--- config.mk ---
export PLATFORM = sky130hd
export DESIGN_NAME = booth_multiplier_sequencer
export DESIGN_NICKNAME = d
export VERILOG_FILES = /design/src/rtl/booth_mult_pkg.sv /design/src/rtl/booth_step.sv /design/src/rtl/booth_multiplier_sequencer.sv
export SDC_FILE = /design/constraint.sdc
export NUM_CORES = 1
export LEC_CHECK = 0
export CAP_MARGIN = 15
export CORE_MARGIN = 2
export CORE_UTILIZATION = 52
export DETAILED_ROUTE_END_ITERATION = 10
export GPL_TIMING_DRIVEN = 0
export PLACE_DENSITY = 0.78
export RECOVER_POWER = 100
export SETUP_SLACK_MARGIN = 0.2
export SLEW_MARGIN = 20
export SYNTH_ARGS = -nofsm -noshare
export SYNTH_HDL_FRONTEND = slang
export SYNTH_SLANG_ARGS = --single-unit
--- constraint.sdc ---
create_clock -name clk -period 3.1 [get_ports clk]
set_clock_uncertainty 0.1 [all_clocks]
set_input_delay 0.775 -clock clk [delete_from_list [all_inputs] [get_ports clk]]
set_output_delay 0.775 -clock clk [all_outputs]
set_load 0.03 [all_outputs]
--- src/rtl/booth_mult_pkg.sv ---
// Shared types for the sequential Booth multiplier: FSM state encoding and
// the radix-2 Booth recoding of each {Q[0], q_m1} pair.
package booth_mult_pkg;

  typedef enum logic [1:0] {
    S_IDLE = 2'd0,
    S_RUN  = 2'd1,
    S_DONE = 2'd2
  } state_t;

  typedef enum logic [1:0] {
    BOOTH_NOP = 2'd0,
    BOOTH_ADD = 2'd1,
    BOOTH_SUB = 2'd2
  } booth_op_t;

  // 01 -> add M, 10 -> subtract M, 00/11 -> inside a run of equal bits, no-op
  function automatic booth_op_t booth_decode(input logic q0, input logic q_m1);
    booth_op_t op;
    case ({q0, q_m1})
      2'b01:   op = BOOTH_ADD;
      2'b10:   op = BOOTH_SUB;
      default: op = BOOTH_NOP;
    endcase
    return op;
  endfunction

endpackage

--- src/rtl/booth_step.sv ---
// One combinational radix-2 Booth step: conditional add/subtract of M into A,
// then arithmetic right shift of {A, Q, q_m1}.
module booth_step
  import booth_mult_pkg::*;
#(
  parameter int WIDTH = 8
) (
  input  logic [WIDTH:0]   a,
  input  logic [WIDTH-1:0] q,
  input  logic             q_m1,
  input  logic [WIDTH:0]   m,
  output logic [WIDTH:0]   a_nxt,
  output logic [WIDTH-1:0] q_nxt,
  output logic             q_m1_nxt
);

  booth_op_t      op;
  logic [WIDTH:0] operand;
  logic           carry_in;
  logic [WIDTH:0] sum;

  // Subtraction is A + ~M + 1, so a single adder serves both directions.
  always_comb begin
    op       = booth_decode(q[0], q_m1);
    operand  = '0;
    carry_in = 1'b0;
    case (op)
      BOOTH_ADD: operand = m;
      BOOTH_SUB: begin
        operand  = ~m;
        carry_in = 1'b1;
      end
      default: operand = '0;
    endcase
    sum = a + operand + {{WIDTH{1'b0}}, carry_in};
  end

  assign a_nxt    = {sum[WIDTH], sum[WIDTH:1]};
  assign q_nxt    = {sum[0], q[WIDTH-1:1]};
  assign q_m1_nxt = q[0];

endmodule

--- src/rtl/booth_multiplier_sequencer.sv ---
// Sequential signed Booth multiplier: one Booth step per clock, start/busy/done
// handshake, registered product that holds until the next result.
module booth_multiplier_sequencer
  import booth_mult_pkg::*;
#(
  parameter int WIDTH = 8
) (
  input  logic                 clk,
  input  logic                 rst,
  input  logic                 start,
  input  logic [WIDTH-1:0]     multiplicand,
  input  logic [WIDTH-1:0]     multiplier,
  output logic                 busy,
  output logic                 done,
  output logic [2*WIDTH-1:0]   product
);

  localparam int CW = $clog2(WIDTH + 1);

  state_t           state;
  state_t           state_next;
  logic             load;
  logic             step;
  logic             last_step;

  logic [WIDTH:0]   a_r;
  logic [WIDTH-1:0] q_r;
  logic             q_m1_r;
  logic [WIDTH:0]   m_r;
  logic [CW-1:0]    count;

  logic [WIDTH:0]   a_nxt;
  logic [WIDTH-1:0] q_nxt;
  logic             q_m1_nxt;

  assign last_step = (count == CW'(1));

  // Handshake: start is only looked at in IDLE and DONE; a start seen in DONE
  // reloads immediately so results can be issued back to back.
  always_comb begin
    state_next = S_IDLE;
    load       = 1'b0;
    step       = 1'b0;
    busy       = 1'b0;
    done       = 1'b0;
    case (state)
      S_IDLE: begin
        if (start) begin
          load       = 1'b1;
          state_next = S_RUN;
        end else begin
          state_next = S_IDLE;
        end
      end
      S_RUN: begin
        busy       = 1'b1;
        step       = 1'b1;
        state_next = last_step ? S_DONE : S_RUN;
      end
      S_DONE: begin
        done = 1'b1;
        if (start) begin
          load       = 1'b1;
          state_next = S_RUN;
        end else begin
          state_next = S_IDLE;
        end
      end
      default: state_next = S_IDLE;
    endcase
  end

  always_ff @(posedge clk) begin
    if (rst) begin
      state <= S_IDLE;
    end else begin
      state <= state_next;
    end
  end

  booth_step #(
    .WIDTH(WIDTH)
  ) u_step (
    .a        (a_r),
    .q        (q_r),
    .q_m1     (q_m1_r),
    .m        (m_r),
    .a_nxt    (a_nxt),
    .q_nxt    (q_nxt),
    .q_m1_nxt (q_m1_nxt)
  );

  // M is held sign-extended by one bit so that subtracting the most negative
  // operand cannot overflow A.
  always_ff @(posedge clk) begin
    if (rst) begin
      a_r     <= '0;
      q_r     <= '0;
      q_m1_r  <= 1'b0;
      m_r     <= '0;
      count   <= '0;
      product <= '0;
    end else if (load) begin
      a_r     <= '0;
      q_r     <= multiplier;
      q_m1_r  <= 1'b0;
      m_r     <= {multiplicand[WIDTH-1], multiplicand};
      count   <= CW'(WIDTH);
    end else if (step) begin
      a_r     <= a_nxt;
      q_r     <= q_nxt;
      q_m1_r  <= q_m1_nxt;
      count   <= count - CW'(1);
      if (last_step) begin
        product <= {a_nxt[WIDTH-1:0], q_nxt};
      end
    end
  end

endmodule

---- Word level (Yosys, flattened, before mapping) ----
Index checks and enable logic that the tools add are counted.
Widths: inputs -> output; s select.
storage, ports and cells
  memory bits (read-only) ................. 0
  memories ................................ 0
  input bits .............................. 19
  bits in latches ......................... 0
  flip-flop bits (word level) ............. 47
  logic and storage cells ................. 39
  memory bits (writable) .................. 0
  output and inout port bits .............. 18
operators by class
  $mul .................................... 0
  bitwise operators ....................... 2
  add/subtract/negate cells ............... 3
  div/mod/pow operators ................... 0
  magnitude comparators ................... 0
  reductions and logical operators ........ 5
  shift-type cells ........................ 0
  muxes and demuxes ....................... 14
  equality and inequality tests ........... 7
operator list
  kind                 number
  $pmux 9 s2           1
  $mux 8               2
  $add 9x1->9          1
  $add 9x9->9          1
  $not 9->9            1
  $mux 4               2
  $pmux 2 s2           2
  $eq 2x1->1 const B   3
  $eq 2x2->1 const B   3
  $mux 1               6
  $eq 4x1->1 const B   1
  $reduce_or 2->1      2
  $sub 4x1->4 const B  1
  $reduce_and 3->1     1
  $logic_not 2->1      1
  $mux 2               1
  $reduce_bool 2->1    1
  $not 1->1            1

---- Logic depth before layout (Yosys ltp) ----
  word-level depth ........................ 8
  gate-level depth with buffers ........... 10
  mapped depth without buffers ............ 9

---- Modules after synthesis ----
Synthesis repeated with hierarchy kept, for this count alone.
second synthesis, totals
  cells, all modules ...................... 309
  area total of the unflattened synthesis .. 2,461.1 µm²
by module, submodules not included
  module                      instances  area an instance (µm²)  cells an instance  seq. area each (µm²)
  booth_multiplier_sequencer  1          1,893.1                 236                960.9
  booth_step                  1          568.0                   73                 0.0

---- Worst setup path before layout ----
OpenSTA, ideal clock, no wires.
  kind .................................... register to register
  start point ............................. register q_m1_r
  end point ............................... register product[13]
  required time ........................... 2,938 ps
  setup time .............................. 62 ps
  cell stages (with the launch flop) ...... 11
  clock period less this slack ............ 2,533 ps
  buffers on the path ..................... 1
  arrival ................................. 2,371 ps
  slack ................................... 567 ps
  path through ............................ dfxtp_1 > nor2b_1 > clkbuf_1 > nand2_1 > o21ai_0 > fa_1 > fa_1 > nand3_1 > a21oi_1 > or4_1 > nand3_1
on the way
  word-level cells in the longest chain between the ends .. 6
  elaborated cells between the ends (all ways) .. 9
  classes of those cells .................. add/sub (2); eq/ne (4); mux (3)
ends and longest elaborated chain
  element                                          RTL line                           source
  start, declared                                  booth_multiplier_sequencer.sv:28   logic q_m1_r;
  start signal, assigned                           booth_multiplier_sequencer.sv:112  q_m1_r <= q_m1_nxt;
  $eq 2x2->1 / $eq 2x1->1 (equally long branches)  booth_mult_pkg.sv:20               case ({q0, q_m1})
  $pmux 2 s2 *                                     booth_mult_pkg.sv:20
  $eq 2x2->1 / $eq 2x1->1 (equally long branches)  booth_step.sv:27                   case (op)
  $pmux 9 s2                                       booth_step.sv:27
  $add 9x9->9                                      booth_step.sv:35                   sum = a + operand + {{WIDTH{1'b0}}, carry_in};
  $add 9x1->9 *                                    booth_step.sv:35
  end signal, assigned                             booth_multiplier_sequencer.sv:115  product <= {a_nxt[WIDTH-1:0], q_nxt};
  end, declared                                    booth_multiplier_sequencer.sv:15   output logic [2*WIDTH-1:0] product
Every way passes the cells marked *; elsewhere a longest branch is shown, timed or not.
A chain may end at the register's enable or synchronous reset.

---- Worst setup path in the final report ----
  start point ............................. register state[1]
  end point ............................... output port busy
on the way
  word-level cells in the longest chain between the ends .. 2
ends and longest elaborated chain
  element                 RTL line                          source
  start, declared         booth_multiplier_sequencer.sv:20  state_t state;
  start signal, assigned  booth_multiplier_sequencer.sv:77  state <= state_next;
  $eq 2x1->1              booth_multiplier_sequencer.sv:46  case (state)
  $mux 1                  booth_multiplier_sequencer.sv:46
  end, declared           booth_multiplier_sequencer.sv:13  output logic busy,
Every way passes these cells.

==> reports/metrics.cfg <==
[status]
status=complete, no violations

[finish]
multi_input_area_um2=1180
layout-drive-gt1-share=0.0310
synthToLayoutAreaGrowth_pct=22.0
fillers=360
fin_nets=352
seq_area_um2=942
antennaDiodeCount=0

[setup_path]
required_ns=2.22
cp_num_buf_inv=4
reg2reg_slack_ns=0.32
crit_path_end_kind=output pin
cp_slowest_cell=dlygate4sd2_1
worstPathMaxFanout=10
critPathKind=reg -> out
cp_top_family=buffers and inverters
critPathLaunchType=flop
arrival_ns=1.97
cp_cell_sequence=nand2b_1 -> clkbuf_1 -> inv_1 -> clkbuf_1 -> dlygate4sd2_1
max_stage_delay_ns=0.46
crit_top_cell=clkbuf_1

[logic_synthesis]
synth_ff_type=dfxtp_1
yosysMostFrequentCell=nand2_1
synth_top_area_frac=0.424
syn_area_um2=2220
avgSynthCellArea_um2=7.92
async_reset_ff_frac=0
synth_common_cells=nand2_1, dfxtp_1, a21oi_1
yosys_register_bits=47
synth_edf_count=0
synth_top_family_by_area=simple AND/OR/NAND/NOR gates
ys_seq_area_frac=0.424
synth_compound_area_frac=0.185
synthDistinctLibCells=38
synth.area.mux_share=0
yosys-top-cells-area=dfxtp_1, nand2_1, a21oi_1
synth_simple_gate_area_frac=0.262
ys_warn_count=0
synth_nets=310
synth-xor-area-share=0.0158
yosysTopAreaCell=dfxtp_1
synthAdderAreaFrac=0.0688
synthCells=280

[routing]
drc=0
routed-via-count=2040
wl_um=5200
routed_via_density=5.47
wl_per_cell_um=13.9
drtIter0Drc=128
drtAntennaViolNets=0
dr.pass1.iters=4

[global_routing]
grt_pass1_vias=1855
grt_usage=0.232
grt_first_pass_wirelength_um=8850
grt_max_degree=15
grt_overflow=0
antenna_found_initial=0

[sta]
slew_violations=0
rsz0062_at_grt=no
fin_ws_ns=0.252
period_share=0.919
setup-tns-final_ns=0
hold_slack_ns=0.353
hold_viol=0
finalSetupViolCount=0
relSlewSlack=0.631
worstMarginPinSlew_ns=0.552
fin_crit_ns=2.85
fmax_mhz=351

[run]
maxCapViolations=0

[cts]
cts_buffer_depth=2
cts_tree=built
cts_root_buffer=clkbuf_8
htree_num_levels=2
cts_inserted_buffers=5
cts_setup_buffers=0
clkSlewWorstSetupHoldPaths_ns=0.09
clock_sinks=47
cts_hold_buf=0
insertion_delay_ns=0.31

[floorplan]
initial_core_util=0.546
die_x_um=69.3
ios=37
die_area_um2=4800
core_area_um2=4060
die_y_um=69.3
rows=23

[placement]
place_ws_ns=0.308
portBuffers=35
dpl.hpwl_um=3850
gp_congestion=0.920

[worst_hold_path]
hp-class=reg -> reg

[power]
power_per_cell_area_nw_per_um2=464
leakage_nw=1.04
ir_drop_v=0.000294

area by class of cell:
type	count	area share
multi-input cells	210	0.436
flip-flops and latches	47	0.348
repair buffers	35	0.129
clock buffers	6	0.0268
plain buffers	19	0.0264
well taps	50	0.0231
inverters	4	0.00555
clock inverters	2	0.00463
flip-flops by register name (all words and copies together) (netlist names):
signal	count
m_r	8
q_m1_r	1
a_r	8
state	2
q_r	8
count	4
product	16
power breakdown:
part / internal (W) / switching [W] / leakage (nW) / total (W)
logic: 0.0000942 / 0.000139 / 0.614 / 0.000233
registers: 0.000636 / 0.0000237 / 0.384 / 0.000659
clock network: 0.000158 / 0.000205 / 0.0412 / 0.000363
cells by family after synthesis:
group | count (synthesis)
xor gates and xnor gates | 4
adders and majority gates | 11
DFF | 47
buffers and inverters | 23
AOI/OAI and AO/OA | 70
and+or+nand+nor | 125
stage by stage:
step / util / instance area, um^2 / cells / power, W
6_report: 0.667 / 2710 / 373 / 0.00126
5_1_grt: 0.667 / 2710 / 373 / 0.00132
4_1_cts: 0.669 / 2720 / 373 / 0.00127
3_5_place_dp: 0.648 / 2630 / 365 / 0.000908
3_3_place_gp: 0.648 / 2630 / 365 / 0.000902
2_1_floorplan: - / 2220 / 280 / 0.000827
tightest hold or removal path: stages, from the launching register on:
cell and delay [ns]:
dfxtp_1 0.31, nand2_1 0.05, a21oi_1 0.05
routing by layer:
metal / share of wire / GRT usage / routed length (um) / vias up
li1: - / - / - / 1057
met1: 0.47 / 0.320 / 2450 / 928
met2: 0.45 / 0.354 / 2360 / 49
met3: 0.057 / 0.0552 / 294 / 6
met4: 0.017 / 0.0850 / 87 / 0
met5: 0 / 0 / 0 / -
path summary, 6_finish.rpt:
kind	from	endpoint	depth (start not counted)
setup / recovery	state[1]	busy	5
hold / removal	product[7]	product[7]	2
setup reg to reg	q_m1_r	product[13]	10
hold reg to reg	product[7]	product[7]	2
layout by cell type (no fill, tap or decap), drive strengths merged, types with 2 or more instances in the layout:
master	Yosys	routed
nor4	3	3
o22ai	8	8
inv	4	4
xnor2	3	3
nor3	9	9
nand2b	6	6
o21ai	13	13
or3b	2	2
dlygate4sd3	0	18
fa	2	2
or3	2	2
ha	9	9
o211ai	3	3
dfxtp	47	47
a211oi	6	6
nor2	21	21
a21o	3	3
or4	3	3
clkdlybuf4s50	0	16
a21oi	30	30
or2	2	2
clkbuf	14	25
nand3b	4	4
o31ai	2	2
nor2b	4	4
nand2	57	57
nand3	10	10
timing repair:
action                                  CTS  global route
resized for setup                         2             2
pin swaps                                 0             0
gates cloned                              0             0
endpoints found under the hold margin     0             0
endpoints found under the setup margin    1             2
Note: power is estimated with default switching activity, not from simulation.
